### config.mk
export PLATFORM = sky130hd
export DESIGN_NAME = ex_stage
export DESIGN_NICKNAME = d
export VERILOG_FILES = /design/src/rtl/ex_pkg.sv /design/src/rtl/ex_alu.sv /design/src/rtl/ex_stage.sv
export SDC_FILE = /design/constraint.sdc
export NUM_CORES = 1
export LEC_CHECK = 0
export CAP_MARGIN = 20
export CORE_ASPECT_RATIO = 0.9
export CORE_UTILIZATION = 48
export DETAILED_ROUTE_END_ITERATION = 8
export PLACE_DENSITY = 0.82
export SYNTH_ARGS = -nofsm -noshare
export SYNTH_HDL_FRONTEND = slang
export SYNTH_SLANG_ARGS = --single-unit
### constraint.sdc
create_clock -name clk -period 0.8 [get_ports clk]
set_input_delay 0.12 -clock clk [delete_from_list [all_inputs] [get_ports clk]]
set_output_delay 0.12 -clock clk [all_outputs]
set_load 0.02 [all_outputs]
### src/rtl/ex_pkg.sv
// ex_pkg: constants shared by the execute stage and its ALU.
//   ALU_*  : 3-bit ALU operation codes carried in the ID/EX bundle.
//   DST_*  : 2-bit destination-register select codes.
//   RA_IDX : register index used as the jal link register.
package ex_pkg;

    localparam logic [2:0] ALU_AND = 3'b000;
    localparam logic [2:0] ALU_OR  = 3'b001;
    localparam logic [2:0] ALU_ADD = 3'b010;
    localparam logic [2:0] ALU_SUB = 3'b110;
    localparam logic [2:0] ALU_SLT = 3'b111;

    localparam logic [1:0] DST_RT = 2'b00;
    localparam logic [1:0] DST_RD = 2'b01;
    localparam logic [1:0] DST_RA = 2'b10;

    localparam int RA_IDX = 31;

endpackage

### src/rtl/ex_alu.sv
// ex_alu: purely combinational ALU of the execute stage.
//   op     in  3    : operation code (ex_pkg::ALU_*)
//   a, b   in  XLEN : operands
//   result out XLEN : AND/OR/ADD/SUB (wrapping), SLT (signed, 0/1); other codes give 0
//   zero   out 1    : result == 0
module ex_alu
    import ex_pkg::*;
#(
    parameter int XLEN = 32
) (
    input  logic [2:0]      op,
    input  logic [XLEN-1:0] a,
    input  logic [XLEN-1:0] b,
    output logic [XLEN-1:0] result,
    output logic            zero
);

    always_comb begin
        result = '0;
        unique case (op)
            ALU_AND: result = a & b;
            ALU_OR:  result = a | b;
            ALU_ADD: result = a + b;
            ALU_SUB: result = a - b;
            ALU_SLT: result = {{(XLEN-1){1'b0}}, ($signed(a) < $signed(b))};
            default: result = '0;
        endcase
    end

    assign zero = (result == '0);

endmodule

### src/rtl/ex_stage.sv
// ex_stage: execute stage of the five-stage MIPS pipeline, including the
// EX/MEM pipeline register.
// Build option: define EX_FWD_EN to enable operand forwarding from EX/MEM and
// MEM/WB. Without it operands come straight from read_data1/read_data2 and the
// wb_* inputs are ignored (the hazard unit must then stall on RAW hazards).
// Ports:
//   clk, rst (async, active-low)
//   ID/EX bundle : alu_function, alu_src, reg_write, mem_read, mem_write,
//                  reg_dst, mem_to_reg, read_data1, read_data2, sign_extend,
//                  addPC, rs, rt, rd
//   MEM/WB fwd   : wb_reg_write, wb_write_reg, wb_data
//   hazard       : stall (hold EX/MEM), flush (bubble controls; beats stall)
//   EX/MEM out   : alu_result_out, write_data_out, addPC_out, write_reg_out,
//                  zero_out, reg_write_out, mem_read_out, mem_write_out,
//                  mem_to_reg_out
module ex_stage
    import ex_pkg::*;
#(
    parameter int XLEN = 32,
    parameter int RLEN = 5
) (
    input  logic            clk,
    input  logic            rst,
    input  logic [2:0]      alu_function,
    input  logic            alu_src,
    input  logic            reg_write,
    input  logic            mem_read,
    input  logic            mem_write,
    input  logic [1:0]      reg_dst,
    input  logic [1:0]      mem_to_reg,
    input  logic [XLEN-1:0] read_data1,
    input  logic [XLEN-1:0] read_data2,
    input  logic [XLEN-1:0] sign_extend,
    input  logic [XLEN-1:0] addPC,
    input  logic [RLEN-1:0] rs,
    input  logic [RLEN-1:0] rt,
    input  logic [RLEN-1:0] rd,
    input  logic            wb_reg_write,
    input  logic [RLEN-1:0] wb_write_reg,
    input  logic [XLEN-1:0] wb_data,
    input  logic            stall,
    input  logic            flush,
    output logic [XLEN-1:0] alu_result_out,
    output logic [XLEN-1:0] write_data_out,
    output logic [XLEN-1:0] addPC_out,
    output logic [RLEN-1:0] write_reg_out,
    output logic            zero_out,
    output logic            reg_write_out,
    output logic            mem_read_out,
    output logic            mem_write_out,
    output logic [1:0]      mem_to_reg_out
);

    logic [XLEN-1:0] op_a;
    logic [XLEN-1:0] rt_val;
    logic [XLEN-1:0] op_b;
    logic [XLEN-1:0] alu_res;
    logic            alu_zero;
    logic [RLEN-1:0] write_reg;

    logic [XLEN-1:0] alu_result_q, alu_result_d;
    logic [XLEN-1:0] write_data_q, write_data_d;
    logic [XLEN-1:0] add_pc_q, add_pc_d;
    logic [RLEN-1:0] write_reg_q, write_reg_d;
    logic            zero_q, zero_d;
    logic            reg_write_q, reg_write_d;
    logic            mem_read_q, mem_read_d;
    logic            mem_write_q, mem_write_d;
    logic [1:0]      mem_to_reg_q, mem_to_reg_d;

`ifdef EX_FWD_EN
    // EX/MEM is the younger producer, so it is checked first. Register 0 is
    // hard-wired to zero and must never be forwarded.
    logic exm_hit_a, exm_hit_b, wb_hit_a, wb_hit_b;

    always_comb begin
        exm_hit_a = reg_write_q && (write_reg_q != '0) && (write_reg_q == rs);
        exm_hit_b = reg_write_q && (write_reg_q != '0) && (write_reg_q == rt);
        wb_hit_a  = wb_reg_write && (wb_write_reg != '0) && (wb_write_reg == rs);
        wb_hit_b  = wb_reg_write && (wb_write_reg != '0) && (wb_write_reg == rt);

        op_a = read_data1;
        if (exm_hit_a)     op_a = alu_result_q;
        else if (wb_hit_a) op_a = wb_data;

        rt_val = read_data2;
        if (exm_hit_b)     rt_val = alu_result_q;
        else if (wb_hit_b) rt_val = wb_data;
    end
`else
    logic unused_fwd;
    assign unused_fwd = ^{wb_reg_write, wb_write_reg, wb_data, rs};

    always_comb begin
        op_a   = read_data1;
        rt_val = read_data2;
    end
`endif

    assign op_b = alu_src ? sign_extend : rt_val;

    ex_alu #(.XLEN(XLEN)) u_alu (
        .op     (alu_function),
        .a      (op_a),
        .b      (op_b),
        .result (alu_res),
        .zero   (alu_zero)
    );

    always_comb begin
        write_reg = '0;
        unique case (reg_dst)
            DST_RT:  write_reg = rt;
            DST_RD:  write_reg = rd;
            DST_RA:  write_reg = RLEN'(RA_IDX);
            default: write_reg = '0;
        endcase
    end

    // Flush takes priority over stall: data still loads, controls become a bubble.
    always_comb begin
        alu_result_d = alu_result_q;
        write_data_d = write_data_q;
        add_pc_d     = add_pc_q;
        write_reg_d  = write_reg_q;
        zero_d       = zero_q;
        reg_write_d  = reg_write_q;
        mem_read_d   = mem_read_q;
        mem_write_d  = mem_write_q;
        mem_to_reg_d = mem_to_reg_q;
        if (flush || !stall) begin
            alu_result_d = alu_res;
            write_data_d = rt_val;
            add_pc_d     = addPC;
            write_reg_d  = write_reg;
            zero_d       = alu_zero;
            reg_write_d  = flush ? 1'b0 : reg_write;
            mem_read_d   = flush ? 1'b0 : mem_read;
            mem_write_d  = flush ? 1'b0 : mem_write;
            mem_to_reg_d = flush ? 2'b00 : mem_to_reg;
        end
    end

    always_ff @(posedge clk or negedge rst) begin
        if (!rst) begin
            alu_result_q <= '0;
            write_data_q <= '0;
            add_pc_q     <= '0;
            write_reg_q  <= '0;
            zero_q       <= 1'b0;
            reg_write_q  <= 1'b0;
            mem_read_q   <= 1'b0;
            mem_write_q  <= 1'b0;
            mem_to_reg_q <= 2'b00;
        end else begin
            alu_result_q <= alu_result_d;
            write_data_q <= write_data_d;
            add_pc_q     <= add_pc_d;
            write_reg_q  <= write_reg_d;
            zero_q       <= zero_d;
            reg_write_q  <= reg_write_d;
            mem_read_q   <= mem_read_d;
            mem_write_q  <= mem_write_d;
            mem_to_reg_q <= mem_to_reg_d;
        end
    end

    assign alu_result_out = alu_result_q;
    assign write_data_out = write_data_q;
    assign addPC_out      = add_pc_q;
    assign write_reg_out  = write_reg_q;
    assign zero_out       = zero_q;
    assign reg_write_out  = reg_write_q;
    assign mem_read_out   = mem_read_q;
    assign mem_write_out  = mem_write_q;
    assign mem_to_reg_out = mem_to_reg_q;

endmodule

==> results_dict.tcl, run 1 <==
set metrics [dict create \
    synthArstFlopShare 1.00 \
    avgSynthCellArea_um2 7.66 \
    dpl.cell_count 2062 \
    timing.grt.repair.worst_endpoint "zero_out$_DFFE_PN0P_/D" \
    synth_edf_count 0 \
    cts_buffers 9 \
    place_congestion 0.994 \
    place_area_um2 15400 \
    postSynthCellCount 1250 \
    die_x_um 151 \
    track_usage 0.762 \
    port_buffers 259 \
    grt-ovfl-total 161 \
    synth-seq-cells 107 \
    h-tree-depth 3 \
    synth_top_area_share 0.280 \
    rows 48 \
    synth_area_leader_cell "dfrtp_1" \
    ys_types 76 \
    status "did not finish" \
    ios 303 \
    ys_top_cells_by_area "dfrtp_1 28%, ha_1 13%, nand2_1 10%" \
    ys_warn_count 0 \
    worst-ep-kind "register input" \
    cts_sinks 107 \
    cts_root_buf "clkbuf_16" \
    synth.net_count 1546 \
    initial_core_util 0.495 \
    error "[ERROR GRT-0232] Routing congestion too high. Check the congestion heatmap in the GUI." \
    ys_seq_area_frac 0.280 \
    hpwl_um 32600 \
    grt_max_degree 53 \
    failing_step "global routing (5_1_grt)" \
    cts_buffer_depth 2 \
    synth_area_um2 9570 \
    synthFlopType "dfrtp_1" \
    die_y_um 136 \
]
## cell families after synthesis
family                   count (synthesis)  synth area share
buffers and inverters                  186            0.0740
AO/OA/AOI/OAI                          300             0.212
adder cells (fa/ha/maj)                100             0.132
XOR/XNOR                                22            0.0201
AND/OR/NAND/NOR                        468             0.211
flip-flops                             107             0.280
multiplexers                            67            0.0705
## stage by stage
stage,setup slack (ns),hold slack (ns)
floorplan,-2.87,-0.176
global placement,-3.43,-0.0102
detailed placement,-3.58,-0.00641
CTS,-2.87,0.0904
## cells in the mapped netlist, types with 5 or more instances
| library cell | n |
|---|---|
| a21o_1 | 5 |
| o21bai_1 | 12 |
| o221ai_1 | 6 |
| mux2i_1 | 64 |
| a21oi_1 | 87 |
| nand4_1 | 9 |
| a22oi_1 | 6 |
| o211ai_1 | 16 |
| or4_1 | 6 |
| a31oi_1 | 11 |
| buf_1 | 9 |
| nor2b_1 | 12 |
| inv_1 | 116 |
| nand2b_1 | 9 |
| buf_2 | 8 |
| nor2_1 | 100 |
| o21ai_0 | 64 |
| clkbuf_1 | 50 |
| o22ai_1 | 8 |
| a211oi_1 | 9 |
| nor4_1 | 10 |
| xnor2_1 | 18 |
| dfrtp_1 | 107 |
| nor3_1 | 15 |
| or3_1 | 5 |
| nand2_1 | 263 |
| o21a_1 | 8 |
| nand3_1 | 20 |
| o31ai_1 | 13 |
| ha_1 | 98 |
## layer usage
layer / GRT usage / GRT overflow
met4: 0.821 / 51
met1: 0.746 / 1
met3: 0.560 / 1
met2: 0.964 / 108
met5: 0.205 / 0
## what timing repair did
item,CTS
setup buffers,92
setup endpoints to repair,211
pin swaps,55
gates resized for setup,790
cloned,5
hold buffers,1
endpoints found under the hold margin,107
==> inputs of run 2 (changes only) <==
- CORE_ASPECT_RATIO: 0.9 -> default
- CORE_UTILIZATION: 48 -> 40
- PLACE_DENSITY: 0.82 -> default
- PLACE_DENSITY_LB_ADDON: default -> 0.15
==> results_dict.tcl, run 2 <==
set metrics [dict create \
    initial_core_util 0.408 \
    cp-end-kind "flip-flop" \
    avgSynthCellArea_um2 7.66 \
    ys_types 76 \
    cp.required_ns 1.08 \
    cts_buffer_depth 2 \
    ios 303 \
    layout_worst_path_cycle_share 4.66 \
    port_buffers 259 \
    grt_max_degree 47 \
    maxCapViolCount 0 \
    layout-drive-gt1-share 0.438 \
    wl_per_cell_um 20.5 \
    hpwl_um 31000 \
    synth_area_leader_cell "dfrtp_1" \
    layout.nets 2225 \
    finalMaxSlewViolations 0 \
    synth_most_common_cell "nand2_1" \
    rows 56 \
    postSynthCellCount 1250 \
    cts_buffers 9 \
    violations "setup timing" \
    final_cells 2252 \
    ys_seq_area_frac 0.280 \
    grt_antenna_before_repair 0 \
    grt_pass1_vias 11811 \
    status "finished with violations" \
    core_um2 23500 \
    die_x_um 157 \
    clk_latency_ns 0.37 \
    synth.net_count 1546 \
    fin_skew_ns 0 \
    leakage_nw 8.91 \
    min_period_ns 3.73 \
    relSlewSlack 0.658 \
    synthTopCellsByCount "263 x nand2_1, 116 x inv_1, 107 x dfrtp_1" \
    hold_viol 0 \
    hp-class "in2reg" \
    final_util 0.788 \
    ys_warn_count 0 \
    vias_per_cell 5.46 \
    finalWorstSetupSlack_ns -2.93 \
    drt-total-wl_um 46100 \
    die_y_um 157 \
    place_congestion 0.951 \
    tightestPinTransition_ns 0.499 \
    ys_top_cells_by_area "dfrtp_1 28%, ha_1 13%, nand2_1 10%" \
    final_cell_mix "398 x buf_4, 233 x nand2_1, 148 x buf_6, 126 x clkdlybuf4s50_1, 108 x inv_1" \
    synthFlopType "dfrtp_1" \
    cts_sinks 107 \
    dpl.cell_count 2139 \
    vias 12286 \
    fmax_mhz 268 \
    drt_iter0_drc 1008 \
    crit_type "in2reg" \
    path_clk_slew_ns 0.08 \
    worstPathArrival_ns 4.00 \
    syn_to_final_growth_pct 93.2 \
    irDropWorstVdd_mv 0.972 \
    synthArstFlopShare 1.00 \
    startpoint_type "input pin" \
    synth_area_um2 9570 \
    cts_root_buf "clkbuf_16" \
    synth_top_area_share 0.280 \
    power_density_nw_per_um2 1400 \
    diodes 0 \
    reg2reg_slack_ns -0.15 \
    rsz0062_at_grt "true" \
    synth_edf_count 0 \
    grt-ovfl-total 0 \
    drc_errors 0 \
    ant_nets 0 \
    layout_commonest_cell "buf_4" \
    track_usage 0.344 \
    setup_viol 210 \
    h-tree-depth 3 \
    fill_cells 1594 \
    dieArea_um2 24500 \
    synth-seq-cells 107 \
    power_mw 25.9 \
    crit_path_max_fanout 4 \
    drt_first_pass_iters 5 \
    cts_tree "built" \
    grt_pass1_wl_um 64600 \
    tns_ns -117.37 \
]
-- run 2: cell counts after synthesis --
No cell type changed its count.
-- run 2: metrics by stage --
stage                     hold slack [ns]  setup slack, ns  cell area [µm²]
after floorplan                    -0.176            -2.87            10100
after global placement            -0.0630            -3.37            15500
after detailed placement          -0.0600            -3.43            15500
after CTS                           0.107            -2.83            17500
after global routing               0.0944            -3.03            18500
final                              0.0880            -2.93            18500
-- run 2: worst max-delay path: stages --
cell and delay (ns):
buf_12 0.10, buf_16 0.14, mux2i_4 0.27, inv_2 0.10, ha_4 0.19, fa_2 0.39, a211oi_4 0.32, o41ai_4 0.16
o211ai_1 0.21, buf_4 0.19, a211oi_4 0.08, or3_1 0.39, a31o_2 0.27, buf_6 0.13, a221o_1 0.35, a22oi_2 0.20
inv_1 0.08, o41ai_2 0.30
-- run 2: power by group --
group	switching [mW]	internal, mW	total (mW)
clock network	2.59	2.51	5.10
logic	7.14	7.33	14.5
registers	0.422	5.96	6.38
total	10.2	15.8	25.9
-- run 2: layer usage --
metal	up-vias	part of all wire	track usage
met4	0	0.049	0.141
met3	148	0.058	0.0415
met5	-	0	0
met2	517	0.50	0.618
li1	5659	-	-
met1	5962	0.39	0.412
-- run 2: final timing paths --
path	end	cells past startpoint	from
worst max-delay path	zero_out	18	alu_src
worst min register to register	write_data_out[8]	2	write_data_out[8]
min in group asynchronous	addPC_out[4]	2	rst
max in group asynchronous	write_data_out[6]	3	rst
worst min-delay path	mem_to_reg_out[0]	3	flush
worst max register to register	alu_result_out[29]	3	alu_result_out[29]
-- run 2: final cells by class --
class                   count  area [µm²]  share of cell area
multi-input cells         957        7760               0.420
repair buffers            735        6890               0.373
flip-flops and latches    107        2680               0.145
inverters                 119         452              0.0244
well taps                 319         399              0.0216
clock buffers               9         225              0.0122
clock inverters             6        86.3             0.00467
-- run 2: kinds of logic after synthesis --
family          count (synthesis)  synth area share
buf+inv                       186            0.0740
fa+ha+maj                     100             0.132
mux                            67            0.0705
compound gates                300             0.212
flops                         107             0.280
xor+xnor                       22            0.0201
simple gates                  468             0.211
-- run 2: what timing repair did --
action	CTS	global route
gates cloned	10	3
endpoints found under the setup margin	209	209
buffers inserted	56	52
hold buffers	1	0
resized for setup	353	574
hold endpoints to repair	107	0
pin swaps	56	68
No activity file was read; power rests on OpenSTA's default activity.
==> inputs of run 3 (changes only) <==
- RECOVER_POWER: default -> 25
==> results_dict.tcl, run 3 (synthesis gave the netlist of run 2 again) <==
set metrics [dict create \
    drt-total-wl_um 46100 \
    slowest_stage "fa_2" \
    maxCapViolCount 0 \
    die_y_um 157 \
    track_usage 0.344 \
    power_density_nw_per_um2 1400 \
    final_cells 2252 \
    vias 12280 \
    grt_pass1_wl_um 64600 \
    core_um2 23500 \
    layout_commonest_cell "buf_4" \
    fin_skew_ns 0 \
    rows 56 \
    grt_max_degree 47 \
    cts_buffers 9 \
    layout-drive-gt1-share 0.438 \
    ant_nets 0 \
    violations "setup timing" \
    critPathTopFamily "compound AO/OA/AOI/OAI gates" \
    cpPeakStageDelay_ns 0.39 \
    hpwl_um 31000 \
    h-tree-depth 3 \
    grt_pass1_vias 11811 \
    power_mw 25.9 \
    reg2reg_slack_ns -0.15 \
    cts_sinks 107 \
    drt_iter0_drc 1015 \
    place_congestion 0.951 \
    setup_viol 210 \
    fmax_mhz 269 \
    cpMostUsedCell "a211oi_4" \
    drc_errors 0 \
    ios 303 \
    grt_antenna_before_repair 0 \
    wl_per_cell_um 20.4 \
    syn_to_final_growth_pct 93.1 \
    path_buf_inv 6 \
    whs_ns 0.0898 \
    worstPathArrival_ns 4.00 \
    clk_latency_ns 0.37 \
    finalWorstSetupSlack_ns -2.92 \
    crit_type "in2reg" \
    dieArea_um2 24500 \
    path_clk_slew_ns 0.08 \
    tightestPinTransition_ns 0.499 \
    startpoint_type "input pin" \
    rsz0062_at_grt "true" \
    initial_core_util 0.408 \
    vias_per_cell 5.45 \
    cts_root_buf "clkbuf_16" \
    crit_path_cell_trace "buf_12 -> buf_16 -> mux2i_4 -> inv_2 -> ha_4 -> fa_2 -> a211oi_4 -> o41ai_4 -> o211ai_1 -> buf_4 -> a211oi_4 -> or3_1 -> a31o_2 -> buf_6 -> a221o_1 -> a22oi_2 -> inv_1 -> o41ai_2" \
    layout_worst_path_cycle_share 4.65 \
    layout.nets 2225 \
    irDropWorstVdd_mv 0.965 \
    hold_viol 0 \
    relSlewSlack 0.658 \
    diodes 0 \
    crit_path_max_fanout 4 \
    cp.required_ns 1.07 \
    hp-class "in2reg" \
    cp-end-kind "flip-flop" \
    dpl.cell_count 2139 \
    grt-ovfl-total 0 \
    final_cell_mix "397 x buf_4, 233 x nand2_1, 149 x buf_6, 126 x clkdlybuf4s50_1, 108 x inv_1" \
    leakage_nw 8.90 \
    cts_tree "built" \
    port_buffers 259 \
    finalMaxSlewViolations 0 \
    die_x_um 157 \
    min_period_ns 3.72 \
    status "finished with violations" \
    cts_buffer_depth 2 \
    drt_first_pass_iters 5 \
]
run 3: changes by cell type in the layout (fill, tap and decap cells not counted), sizes merged:
cell / change
clkbuf: +1
buf: -1
run 3: cell type report:
type	count	area (µm²)
clock inverters	6	86.3
well taps	319	399
fillers	1596	5000
repair buffers	735	6880
multi-input cells	957	7760
inverters	119	452
flip-flops and latches	107	2680
clock buffers	9	225
run 3: timing repair:
item,CTS,global route
gates cloned,10,3
hold buffers,1,0
pin swaps,56,68
hold endpoints to repair,107,0
buffers inserted,56,52
endpoints found under the setup margin,209,209
gates resized for setup,353,574
run 3: power breakdown:
part | switching, mW | internal (mW)
clock | 2.58 | 2.51
combinational | 7.14 | 7.32
sequential | 0.422 | 5.96
total | 10.1 | 15.8
run 3: path summary, 6_finish.rpt:
kind	start	to	depth (start not counted)
min in group asynchronous	rst	addPC_out[4]	2
worst max-delay path	alu_src	zero_out	18
worst min register to register	write_data_out[8]	write_data_out[8]	2
worst max register to register	alu_result_out[29]	alu_result_out[29]	3
max in group asynchronous	rst	alu_result_out[31]	3
worst min-delay path	flush	mem_to_reg_out[0]	3
run 3: metal layers:
layer / wire (µm) / vias up / global-route usage
li1: - / 5663 / -
met1: 18000 / 5968 / 0.412
met2: 23100 / 510 / 0.618
met3: 2720 / 139 / 0.0415
met4: 2250 / 0 / 0.141
met5: 0 / - / 0
run 3: worst register-to-register path, stage by stage, from the launching register on:
cell and delay, ns:
dfrtp_1 0.39, buf_4 0.13, buf_4 0.12, o21a_1 0.19
run 3: metrics by stage:
stage           util  TNS [ns]  area (µm²)  setup slack (ns)
2_1_floorplan      -    -74.98       10100             -2.87
3_3_place_gp   0.662   -183.29       15500             -3.37
3_5_place_dp   0.662   -186.02       15500             -3.43
4_1_cts        0.744   -147.16       17500             -2.83
5_1_grt        0.787   -124.57       18500             -3.03
6_report       0.787   -117.29       18500             -2.92
==> inputs of run 4 (changes only) <==
- CORE_MARGIN: default -> 2
==> results_dict.tcl, run 4 (synthesis gave the netlist of run 2 again) <==
set metrics [dict create \
    swShare 0.391 \
    dieArea_um2 25200 \
    hpwl_um 31200 \
    leakage_nw 8.97 \
    syn_to_final_growth_pct 92.8 \
    fmax_mhz 264 \
    final_cell_mix "429 x buf_4, 228 x nand2_1, 145 x buf_6, 128 x clkdlybuf4s50_1, 108 x inv_1" \
    cts_tree "built" \
    ios 303 \
    reg2reg_slack_ns -0.20 \
    internal-power_mw 15.5 \
    layout_commonest_cell "buf_4" \
    grt_antenna_before_repair 0 \
    cts_sinks 107 \
    initial_core_util 0.408 \
    h-tree-depth 3 \
    power_density_nw_per_um2 1380 \
    ant_nets 0 \
    vias_per_cell 5.36 \
    irDropWorstVdd_mv 1.00 \
    cp.required_ns 1.06 \
    cts_buffer_depth 2 \
    cts_root_buf "clkbuf_16" \
    drt-total-wl_um 45100 \
    reg2reg_to "alu_result_out[4]" \
    fin_skew_ns 0 \
    hp-class "in2reg" \
    startpoint_type "input pin" \
    power_mw 25.4 \
    rows 56 \
    setup_viol 182 \
    switching_power_mw 9.94 \
    maxCapViolCount 0 \
    die_y_um 159 \
    whs_ns 0.0583 \
    path_clk_slew_ns 0.09 \
    grt_pass1_vias 11836 \
    place_congestion 0.974 \
    cp-end-kind "flip-flop" \
    core_um2 23500 \
    diodes 0 \
    min_period_ns 3.78 \
    violations "setup timing" \
    drt_first_pass_iters 5 \
    clk_latency_ns 0.36 \
    tightestPinTransition_ns 0.602 \
    reg2reg_depth 4 \
    finalMaxSlewViolations 0 \
    cts_buffers 9 \
    layout_worst_path_cycle_share 4.73 \
    hold_depth 3 \
    place_area_um2 15500 \
    port_buffers 259 \
    layout.nets 2242 \
    relSlewSlack 0.597 \
    grt-ovfl-total 0 \
    p_clk_frac 0.185 \
    status "finished with violations" \
    power_frac_comb 0.563 \
    drt_iter0_drc 822 \
    layout-drive-gt1-share 0.442 \
    final_util 0.786 \
    fin_area_um2 18400 \
    min_to "write_data_out[5]" \
    wl_per_cell_um 19.9 \
    rsz0062_at_grt "true" \
    track_usage 0.324 \
    worstHoldStart "read_data2[5]" \
    reg2reg_from "alu_result_out[4]" \
    crit_path_max_fanout 6 \
    die_x_um 159 \
    grt_pass1_wl_um 62700 \
    worstPathArrival_ns 4.05 \
    crit_type "in2reg" \
    power_frac_seq 0.252 \
    drc_errors 0 \
    vias 12168 \
    grt_max_degree 33 \
    finalWorstSetupSlack_ns -2.98 \
    hold_viol 0 \
]
==> run 4: cell count changes in the layout (fill, tap and decap cells not counted), moves of 4 or more <==
cell	delta
clkinvlp_4	+4
buf_6	-4
o21ai_0	-7
o21ai_1	+7
a21oi_1	+5
dlygate4sd2_1	-5
nor2_2	-5
a21oi_2	-4
buf_4	+32
nand2_1	-5
nand2_2	-4
nand2_4	+9
ha_1	-4
buf_16	-5
==> run 4: worst max-delay path, stage by stage <==
cell and delay [ns]:
buf_8 0.09, buf_12 0.12, buf_12 0.14, mux2i_4 0.30, inv_2 0.07, ha_4 0.19, a211oi_4 0.28, o311ai_4 0.16
a2111oi_4 0.43, buf_4 0.23, o311ai_4 0.12, a2111oi_4 0.42, nor2_1 0.10, nor3_2 0.13, xor2_1 0.21, o221ai_1 0.15
or4b_4 0.55, o41ai_2 0.21
==> run 4: timing repair <==
| action | in CTS | in global routing |
|---|---|---|
| setup endpoints to repair | 209 | 195 |
| pin swaps | 84 | 78 |
| buffers inserted | 77 | 51 |
| hold buffers | 1 | 0 |
| hold endpoints to repair | 107 | 0 |
| resized for setup | 834 | 175 |
| cloned | 6 | 6 |
==> run 4: how the worst max path moves through the flow <==
stage                             start  cells past startpoint  slack (ns)       end
final                           alu_src                     18       -2.98  zero_out
after global routing            alu_src                     18       -3.09  zero_out
after CTS                       alu_src                     17       -2.89  zero_out
after detailed placement  read_data2[0]                     18       -3.54  zero_out
after global placement    read_data2[5]                     16       -3.48  zero_out
after floorplan                 alu_src                     15       -2.87  zero_out
==> run 4: power groups by stage <==
| stage | Sequential [mW] | Combinational (mW) | Clock [mW] |
|---|---|---|---|
| floorplan | 7.03 | 4.64 | 0 |
| global placement | 6.33 | 11.3 | 0 |
| detailed placement | 6.35 | 11.4 | 0 |
| CTS | 6.36 | 13.1 | 4.74 |
| global route | 6.46 | 15.1 | 4.90 |
| finish | 6.41 | 14.3 | 4.71 |
==> run 4: routing by layer <==
layer | wire (µm) | vias to the layer above | global-route usage
met3 | 2750 | 127 | 0.0525
met1 | 17700 | 5835 | 0.386
li1 | - | 5707 | -
met5 | 0 | - | 0
met4 | 1830 | 0 | 0.142
met2 | 22800 | 499 | 0.575
==> run 4: final cells by class <==
class	instances	area (µm²)
Fill cell	1591	5020
Clock inverter	6	57.6
Tap cell	319	399
Clock buffer	10	229
Timing Repair Buffer	750	6890
Sequential cell	107	2680
Multi-Input combinational cell	959	7740
Inverter	119	454
==> run 4: through the flow <==
stage	setup WS (ns)	std cells	TNS, ns
after floorplan	-2.87	1250	-74.98
after global placement	-3.48	2140	-180.93
after detailed placement	-3.54	2140	-183.89
after CTS	-2.89	2230	-87.78
after global routing	-3.09	2270	-100.05
final	-2.98	2270	-94.61
